File: src/rtl/cpu_mon_pkg.sv
// Shared types for the CPU run monitor: FSM states and the {PC, IR} trace entry layout.
package cpu_mon_pkg;

  // Widest observation bus a trace entry can hold; narrower cores zero-extend into it.
  localparam int MON_XLEN = 64;

  typedef enum logic [1:0] {
    IDLE,
    RUN,
    HALTED,
    TIMEOUT
  } monState_t;

  typedef struct packed {
    logic [MON_XLEN-1:0] pc;
    logic [MON_XLEN-1:0] ir;
  } traceEntry_t;

endpackage

File: src/rtl/cpu_mon_trace_buf.sv
// Circular trace buffer: pushes one entry per write, saturating fill count,
// and a combinational read addressed relative to the newest entry (0 = newest).
module cpu_mon_trace_buf
  import cpu_mon_pkg::*;
#(
  parameter int DEPTH = 16
) (
  input  logic                     clk,
  input  logic                     reset,
  input  logic                     we,
  input  traceEntry_t              wrData,
  input  logic [$clog2(DEPTH)-1:0] rdIdx,
  output traceEntry_t              rdData,
  output logic [$clog2(DEPTH):0]   count
);

  localparam int AW = $clog2(DEPTH);

  traceEntry_t   mem [DEPTH];
  logic [AW-1:0] wrPtr;

  always_ff @(posedge clk) begin
    if (reset) begin
      wrPtr <= '0;
      count <= '0;
    end else if (we) begin
      wrPtr <= wrPtr + AW'(1);
      if (count != (AW+1)'(DEPTH))
        count <= count + (AW+1)'(1);
    end
  end

  // Storage is left unreset; anything at or beyond count is meaningless anyway.
  always_ff @(posedge clk) begin
    if (we)
      mem[wrPtr] <= wrData;
  end

  // DEPTH is a power of two, so AW-bit arithmetic wraps the index for free.
  always_comb begin
    rdData = mem[wrPtr - AW'(1) - rdIdx];
  end

endmodule

File: src/rtl/cpu_run_monitor.sv
// Run monitor for the multicycle RISC-V core: counts RUN cycles and retires,
// traces recent {PC, IR} pairs and flags halt (self-loop) or watchdog timeout.
module cpu_run_monitor
  import cpu_mon_pkg::*;
#(
  parameter int XLEN         = MON_XLEN,
  parameter int STATE_W      = 4,
  parameter int FETCH_STATE  = 0,
  parameter int DECODE_STATE = 1,
  parameter int TRACE_DEPTH  = 16,
  parameter int CNT_W        = 32,
  parameter int WATCHDOG     = 1024,
  parameter int HALT_REPEAT  = 3
) (
  input  logic                           clk,
  input  logic                           reset,
  input  logic [STATE_W-1:0]             stateNum,
  input  logic [XLEN-1:0]                PC,
  input  logic [XLEN-1:0]                IR,
  input  logic                           clear,
  input  logic [$clog2(TRACE_DEPTH)-1:0] rd_idx,
  output logic [XLEN-1:0]                rd_pc,
  output logic [XLEN-1:0]                rd_ir,
  output logic [$clog2(TRACE_DEPTH):0]   trace_count,
  output logic [CNT_W-1:0]               cycle_count,
  output logic [CNT_W-1:0]               instr_count,
  output logic                           retire,
  output logic                           running,
  output logic                           halted,
  output logic                           timeout
);

  localparam int WD_W = $clog2(WATCHDOG);
  localparam int SC_W = $clog2(HALT_REPEAT + 1);

  monState_t          state, stateNext;
  logic [STATE_W-1:0] prevState;
  logic               firstCycle;
  logic [XLEN-1:0]    fetchPc, lastPc;
  logic               fetchValid, haveLast;
  logic [SC_W-1:0]    sameCnt, sameNext;
  logic [WD_W-1:0]    wdCnt;
  logic               rstAll, fetchEntry, decodeEntry, retireEv, haltHit, wdExpire;
  traceEntry_t        wrEntry, rdEntry;

  always_comb begin
    rstAll      = reset | clear;
    fetchEntry  = (stateNum == STATE_W'(FETCH_STATE)) &&
                  ((prevState != STATE_W'(FETCH_STATE)) || firstCycle);
    decodeEntry = (stateNum == STATE_W'(DECODE_STATE)) &&
                  (prevState != STATE_W'(DECODE_STATE));
    retireEv    = decodeEntry && fetchValid && (state == RUN);
    sameNext    = (haveLast && (fetchPc == lastPc)) ? sameCnt + SC_W'(1) : SC_W'(1);
    haltHit     = retireEv && (sameNext >= SC_W'(HALT_REPEAT));
    // A retire in the expiry cycle rescues the watchdog, which also makes halt win.
    wdExpire    = !retireEv && (wdCnt == WD_W'(WATCHDOG - 1));
    wrEntry.pc  = MON_XLEN'(fetchPc);
    wrEntry.ir  = MON_XLEN'(IR);
  end

  always_comb begin
    stateNext = state;
    case (state)
      IDLE:    if (fetchEntry) stateNext = RUN;
      RUN: begin
        if (haltHit)
          stateNext = HALTED;
        else if (wdExpire)
          stateNext = TIMEOUT;
      end
      default: stateNext = state;
    endcase
  end

  always_ff @(posedge clk) begin
    prevState <= stateNum;
    if (rstAll) begin
      state       <= IDLE;
      firstCycle  <= 1'b1;
      fetchPc     <= '0;
      fetchValid  <= 1'b0;
      lastPc      <= '0;
      haveLast    <= 1'b0;
      sameCnt     <= '0;
      wdCnt       <= '0;
      cycle_count <= '0;
      instr_count <= '0;
      retire      <= 1'b0;
    end else begin
      state      <= stateNext;
      firstCycle <= 1'b0;
      retire     <= retireEv;
      // The fetch-entry PC is the instruction address; it is consumed by one retire.
      if (state == IDLE || state == RUN) begin
        if (fetchEntry) begin
          fetchPc    <= PC;
          fetchValid <= 1'b1;
        end else if (retireEv) begin
          fetchValid <= 1'b0;
        end
      end
      if (state == RUN) begin
        if (cycle_count != '1)
          cycle_count <= cycle_count + CNT_W'(1);
        if (retireEv) begin
          if (instr_count != '1)
            instr_count <= instr_count + CNT_W'(1);
          wdCnt    <= '0;
          lastPc   <= fetchPc;
          haveLast <= 1'b1;
          sameCnt  <= sameNext;
        end else if (!wdExpire) begin
          wdCnt <= wdCnt + WD_W'(1);
        end
      end
    end
  end

  always_comb begin
    running = (state == RUN);
    halted  = (state == HALTED);
    timeout = (state == TIMEOUT);
    rd_pc   = XLEN'(rdEntry.pc);
    rd_ir   = XLEN'(rdEntry.ir);
  end

  cpu_mon_trace_buf #(
    .DEPTH(TRACE_DEPTH)
  ) traceBuf (
    .clk    (clk),
    .reset  (rstAll),
    .we     (retireEv && !rstAll),
    .wrData (wrEntry),
    .rdIdx  (rd_idx),
    .rdData (rdEntry),
    .count  (trace_count)
  );

endmodule

File: config.mk
export PLATFORM = sky130hd
export DESIGN_NAME = cpu_run_monitor
export DESIGN_NICKNAME = d
export VERILOG_FILES = /design/src/rtl/cpu_mon_pkg.sv /design/src/rtl/cpu_mon_trace_buf.sv /design/src/rtl/cpu_run_monitor.sv
export SDC_FILE = /design/constraint.sdc
export NUM_CORES = 2
export LEC_CHECK = 0
export ABC_CLOCK_PERIOD_IN_PS = 14100
export CAP_MARGIN = 30
export CORE_ASPECT_RATIO = 0.75
export CORE_MARGIN = 5
export CORE_UTILIZATION = 45
export DETAILED_ROUTE_END_ITERATION = 6
export PLACE_DENSITY_LB_ADDON = 0.12
export REMOVE_ABC_BUFFERS = 1
export SYNTH_ARGS = -nofsm -noshare
export SYNTH_HDL_FRONTEND = slang
export SYNTH_SLANG_ARGS = --single-unit
export TNS_END_PERCENT = 10
File: constraint.sdc
create_clock -name clk -period 14.1 [get_ports clk]
set_clock_uncertainty 0.2 [all_clocks]
set_input_delay 1.41 -clock clk [delete_from_list [all_inputs] [get_ports clk]]
set_output_delay 1.41 -clock clk [all_outputs]
set_load 0.05 [all_outputs]
== Word-level counts from Yosys, hierarchy flattened ==
Memory sizes are Yosys's and may differ from the RTL's.
Index checks and enable logic that the tools add are counted.
Cells by class
  bitwise logic cells: 1
  equality and inequality tests: 13
  add/sub/neg operators: 8
  magnitude comparators: 1
  multiplexer cells: 12
  reductions and logical operators: 25
Operators with widths (number)
  $add A32 B1 Y32 const B: 2
  $eq A64 B64 Y1: 1
  $ne A32 B32 Y1 const B: 2
  $mux W10: 2
  $reduce_and A2 Y1: 6
  $add A10 B1 Y10 const B: 1
  $eq A10 B10 Y1 const B: 1
  $logic_and A1 B1 Y1: 8
  $mux W2: 4
  $reduce_and A3 Y1: 2
  $add A5 B1 Y5 const B: 1
  $mux W1: 5
  $ne A5 B5 Y1 const B: 1
  $add A4 B1 Y4 const B: 1
  $eq A2 B2 Y1 const B: 2
  $eq A4 B1 Y1 const B: 1
  $logic_not A4 Y1: 1
  $ne A2 B2 Y1 const B: 2
  $ne A4 B1 Y1 const B: 1
  $pmux W2 S2: 1
  $reduce_bool A2 Y1: 2
  $reduce_bool A4 Y1: 1
  $sub A4 B1 Y4 const B: 1
  $sub A4 B4 Y4: 1
  8 further kinds: 10
Storage, ports and cells
  bits in writable memories: 2048
  memories: 1
  bits of input ports: 139
  register bits: 223
Memories
  traceBuf.mem: depth 16, width 128, rd ports 1, clocked after memory_dff 0, write ports 1, RTL line cpu_mon_trace_buf.sv:19  | traceEntry_t mem [DEPTH];

== Longest topological paths before layout ==
  depth in word-level cells: 9
  depth in mapped cells: 10
  mapped depth without buffers: 7

== Modules after synthesis ==
From an unflattened synthesis, not the netlist that was laid out.
Second synthesis, totals
  cells, all modules: 4325
  area total of the unflattened synthesis: 87839.2 um^2
Modules (own cells, without submodules)
  cpu_mon_trace_buf: sequential area each 61679.2 um^2, instances 1, area each 78694.2 um^2, cells each 3181
  cpu_run_monitor: sequential area each 4284.1 um^2, instances 1, area each 9145.0 um^2, cells each 1144

== Least setup slack after synthesis ==
Ideal clock, no wire load.
  path kind: input-to-reg
  from: input stateNum[1]
  to: memory traceBuf.mem[0][0] (netlist bit) (enable)
  slack: 1791 ps
  required time: 13128 ps
  library setup time: 772 ps
  stages: 6
  buffers on the path: 1
  arrival: 11337 ps
  cell sequence: or3_4 or3_4 clkbuf_1 nor2_1 nand2_1 nor3_1
Between the ends
  cells in the longest elaborated chain, start to end: 7
RTL lines
  from (decl): RTL line cpu_run_monitor.sv:17  | input logic [STATE_W-1:0] stateNum,
  $eq A4 B1 Y1: RTL line cpu_run_monitor.sv:50  | decodeEntry = (stateNum == STATE_W'(DECODE_STATE)) &&
  $logic_and A1 B1 Y1: RTL line cpu_run_monitor.sv:50
  $logic_and A1 B1 Y1 (2 in series): RTL line cpu_run_monitor.sv:52  | retireEv = decodeEntry && fetchValid && (state == RUN);
  $logic_and A1 B1 Y1: RTL line cpu_run_monitor.sv:132  | .we (retireEv && !rstAll),
  $mux W1: RTL line cpu_mon_trace_buf.sv:35  | if (we)
  $mux W1 (implied by the code): RTL line cpu_mon_trace_buf.sv:36  | mem[wrPtr] <= wrData;
  to (decl): RTL line cpu_mon_trace_buf.sv:19
No other way between the ends.

== Worst setup path after layout ==
  from: input rd_idx[0]
  to: output rd_ir[10]
Between the ends
  cells in the longest elaborated chain, start to end: 2
RTL lines
  from (decl): RTL line cpu_run_monitor.sv:21  | input logic [$clog2(TRACE_DEPTH)-1:0] rd_idx,
  $sub A4 B4 Y4: RTL line cpu_mon_trace_buf.sv:41  | rdData = mem[wrPtr - AW'(1) - rdIdx];
  $mem_v2 Z16 W128
  to (decl): RTL line cpu_run_monitor.sv:23  | output logic [XLEN-1:0] rd_ir,
No other way between the ends.

==> impl_metrics.env <==
export IMPL_grt_pass1_wl_um=309900
export IMPL_layout_min_cycle_time_ps=8463
export IMPL_layout_common_cells="edfxtp_1 (2048), mux4_2 (512), clkdlybuf4s50_1 (339)"
export IMPL_holdBufCountCts=0
export IMPL_area_growth_pct=15.81
export IMPL_final_common_cell="edfxtp_1"
export IMPL_worstHoldPathType="flop to flop"
export IMPL_cts_resized=0
export IMPL_ys_types=57
export IMPL_leakagePower_nw=29.18
export IMPL_clkTransAtPathRegs_ps=60
export IMPL_ys_ff_latch=2271
export IMPL_insertion_delay_ps=830
export IMPL_start_util=0.4540
export IMPL_drive_gt1_frac=0.1904
export IMPL_gp_congestion=0.7392
export IMPL_die_area_um2=202700
export IMPL_synth_cells=4453
export IMPL_num_io_pins=340
export IMPL_die_w_um=518.2
export IMPL_die_h_um=391.2
export IMPL_setup_viol=0
export IMPL_final_design_area_no_fill_um2=101000
export IMPL_dp_slack_ps=5682
export IMPL_clock_sinks=2271
export IMPL_core_area_um2=192000
export IMPL_final_period_utilization=0.6002
export IMPL_yosysTopAreaCellShare=0.7055
export IMPL_antenna_left=0
export IMPL_dp_hpwl_um=106900
export IMPL_grt_pass1_vias=44780
export IMPL_worstPathRequired_ps=12490
export IMPL_synthSimpleGateAreaFrac=0.03981
export IMPL_status="complete, no violations"
export IMPL_hold_viol=0
export IMPL_ys_top_cells_by_area="edfxtp_1 (71%), mux4_2 (13%), dfxtp_1 (5.1%), a21oi_1 (1.6%), mux2i_1 (1.5%)"
export IMPL_cts_setup_buffers=0
export IMPL_synth_edf_count=2048
export IMPL_post_drt_wl_per_cell_um=28.02
export IMPL_detail_route_iter0_violations=3948
export IMPL_crit_path_frequent_cell="clkdlybuf4s50_1"
export IMPL_fmax_mhz=118.2
export IMPL_r2r_slack_ps=9170
export IMPL_setup_slack_ps=5637
export IMPL_ir_worst_vdd_mv=0.1182
export IMPL_cap_violations=0
export IMPL_cp_end_kind="primary output"
export IMPL_synth_compound_area_share=0.03008
export IMPL_synth_ff_type="edfxtp_1"
export IMPL_root_buffer="clkbuf_16"
export IMPL_final_max_slew_viol_count=0
export IMPL_synthXorXnorAreaFrac=0.01216
export IMPL_htreeDepth=4
export IMPL_dr_pass1_iters=7
export IMPL_reg2regPathDepth=7
export IMPL_grt_overflow=0
export IMPL_finalPower_mw=13.61
export IMPL_dpl_cell_area_um2=93930
export IMPL_viasPerCell=5.735
export IMPL_path_class="input port to primary output"
export IMPL_cts_tree="yes"
export IMPL_vias=43540
export IMPL_drc_errors=0
export IMPL_antenna_found_initial=18
export IMPL_n_fill_cell=15140
export IMPL_cts_buffers=214
export IMPL_synthesis_area_um2=87180
export IMPL_max_stage_delay_ps=1400
export IMPL_worstPathArrival_ps=6850
export IMPL_powerDensity_nw_per_um2=134.8
export IMPL_worst_slew_pin_slew_ps=1026
export IMPL_rsz0062_at_grt="false"
export IMPL_synth_top_area_cell="edfxtp_1"
export IMPL_reg2reg_to="traceBuf.mem[11][52]$_DFFE_PP_"
export IMPL_finalWirelength_um=212700
export IMPL_rows=139
export IMPL_crit_chain="clkdlybuf4s50_1 > inv_1 > ha_4 > fa_4 > buf_4 > buf_12 > mux4_2 > nor2b_1 > a211oi_1 > a21oi_1 > clkdlybuf4s50_1"
export IMPL_synth_adder_area_share=0.001952
export IMPL_startpoint_type="input port"
export IMPL_setup_tns_ps=0
export IMPL_synth_top_family_by_area="multiplexers"
export IMPL_crit_end="rd_ir[10]"
export IMPL_ys_warn_count=0
export IMPL_cpMaxStageDelayCell="fa_4"
export IMPL_cts_max_path_buffers=3
export IMPL_placed_cells=7183
export IMPL_relSlewSlack=0.3160
export IMPL_grtUsageTotal=0.2079
export IMPL_setup_worst_path_start="rd_idx[0]"
export IMPL_r2r_start="state[0]$_SDFFE_PP0P_"
export IMPL_seq_area_frac_synth=0.7567
export IMPL_muxShareOfSynthArea=0.1471
export IMPL_nets=5015
export IMPL_port_buffers=339
export IMPL_syn_avg_cell_area_um2=19.58
export IMPL_worstPathMaxFanout=133
export IMPL_async_flop_share=0
export IMPL_stdcell_count=7593
export IMPL_grt_max_degree=139
==> logic make-up (layout without fill, tap and decap cells) <==
family / Yosys count / in the layout
mux: 641 / 641
other cells: 0 / 8
simple gates: 702 / 702
buf+inv: 264 / 858
fa+ha+maj: 13 / 13
flops: 2271 / 2271
compound gates: 441 / 441
xor+xnor: 121 / 121
==> worst min-delay path by stage <==
stage	startpoint	end	slack [ps]	depth (start not counted)
2_1_floorplan	fetchValid$_SDFFE_PP0P_	fetchValid$_SDFFE_PP0P_	240	2
3_3_place_gp	lastPc[7]$_SDFFE_PP0P_	lastPc[7]$_SDFFE_PP0P_	250	2
3_5_place_dp	lastPc[7]$_SDFFE_PP0P_	lastPc[7]$_SDFFE_PP0P_	260	2
4_1_cts	lastPc[7]$_SDFFE_PP0P_	lastPc[7]$_SDFFE_PP0P_	270	2
5_1_grt	lastPc[62]$_SDFFE_PP0P_	lastPc[62]$_SDFFE_PP0P_	290	2
6_report	fetchPc[16]$_SDFFE_PP0P_	fetchPc[16]$_SDFFE_PP0P_	260	2
==> stage by stage <==
step | hold WS (ps) | utilization
after floorplan | 236.3 | -
after global placement | 245.2 | 0.4885
after detailed placement | 256.6 | 0.4892
after CTS | 265.0 | 0.5254
after global routing | 287.3 | 0.5257
final | 262.1 | 0.5258
==> cell usage after synthesis (2+ instances only) <==
cell type and count:
edfxtp_1 2048, mux4_2 512, nand2_1 301, a21oi_1 276, dfxtp_1 223, clkbuf_1 161, nor2b_1 137, a211oi_1 130
mux2i_1 129, nor2_1 91, xnor2_1 89, buf_2 61, nor3_1 36, nand4_1 35, xor2_1 32, nand3_1 26
buf_1 23, inv_1 18, o21ai_0 14, or3_1 13, ha_1 12, nor4_1 12, and4_1 8, nand2b_1 7
nor4b_1 6, and2_1 4, and3_1 4, nor3b_1 4, o31a_1 3, a2111o_1 2, a31oi_1 2, nor3_2 2
nor4_4 2, o2111ai_1 2, o21a_1 2, o221ai_1 2, or3_4 2, or4_1 2, or4_4 2
==> routing by layer <==
layer	track usage	wire length [um]
met5	0	47
met4	0.04436	4165
met3	0.03888	12330
met2	0.3258	98970
met1	0.3077	97230
==> report_power, final <==
| group | total, mW | internal [mW] | switching (mW) |
|---|---|---|---|
| sequential | 7.29 | 7.28 | 0.00719 |
| combinational | 0.602 | 0.234 | 0.367 |
| clock | 5.72 | 3.25 | 2.47 |
| total | 13.6 | 10.8 | 2.84 |
==> state kept, by name, indices dropped and copies added, names as in the netlist <==
name,cells
instr_count,32
state,2
lastPc,64
prevState,4
fetchPc,64
traceBuf.wrPtr,4
traceBuf.mem,2048
sameCnt,2
traceBuf.count,5
fetchValid,1
wdCnt,10
retire,1
firstCycle,1
cycle_count,32
haveLast,1
==> worst max-delay path: cells and delay by family <==
kind                       cells  cell delay, ps
muxes                          1             340
AOI/OAI and AO/OA              2             480
buffers and inverters          5            2750
adders and majority gates      2            1570
and+or+nand+nor                1             120
==> final cells by class <==
cell class / instances / area, um2 / area share
sequential: 2271 / 65960 / 0.6534
multi-input combinational: 1918 / 20320 / 0.2013
clock buffer: 289 / 5924 / 0.05868
antenna: 8 / 20.02 / 0.0001983
tap: 2538 / 3176 / 0.03145
timing repair buffer: 439 / 4448 / 0.04406
clock inverter: 111 / 1030 / 0.01020
inverter: 19 / 78.83 / 0.0007808
(Power assumes the default switching activity.)
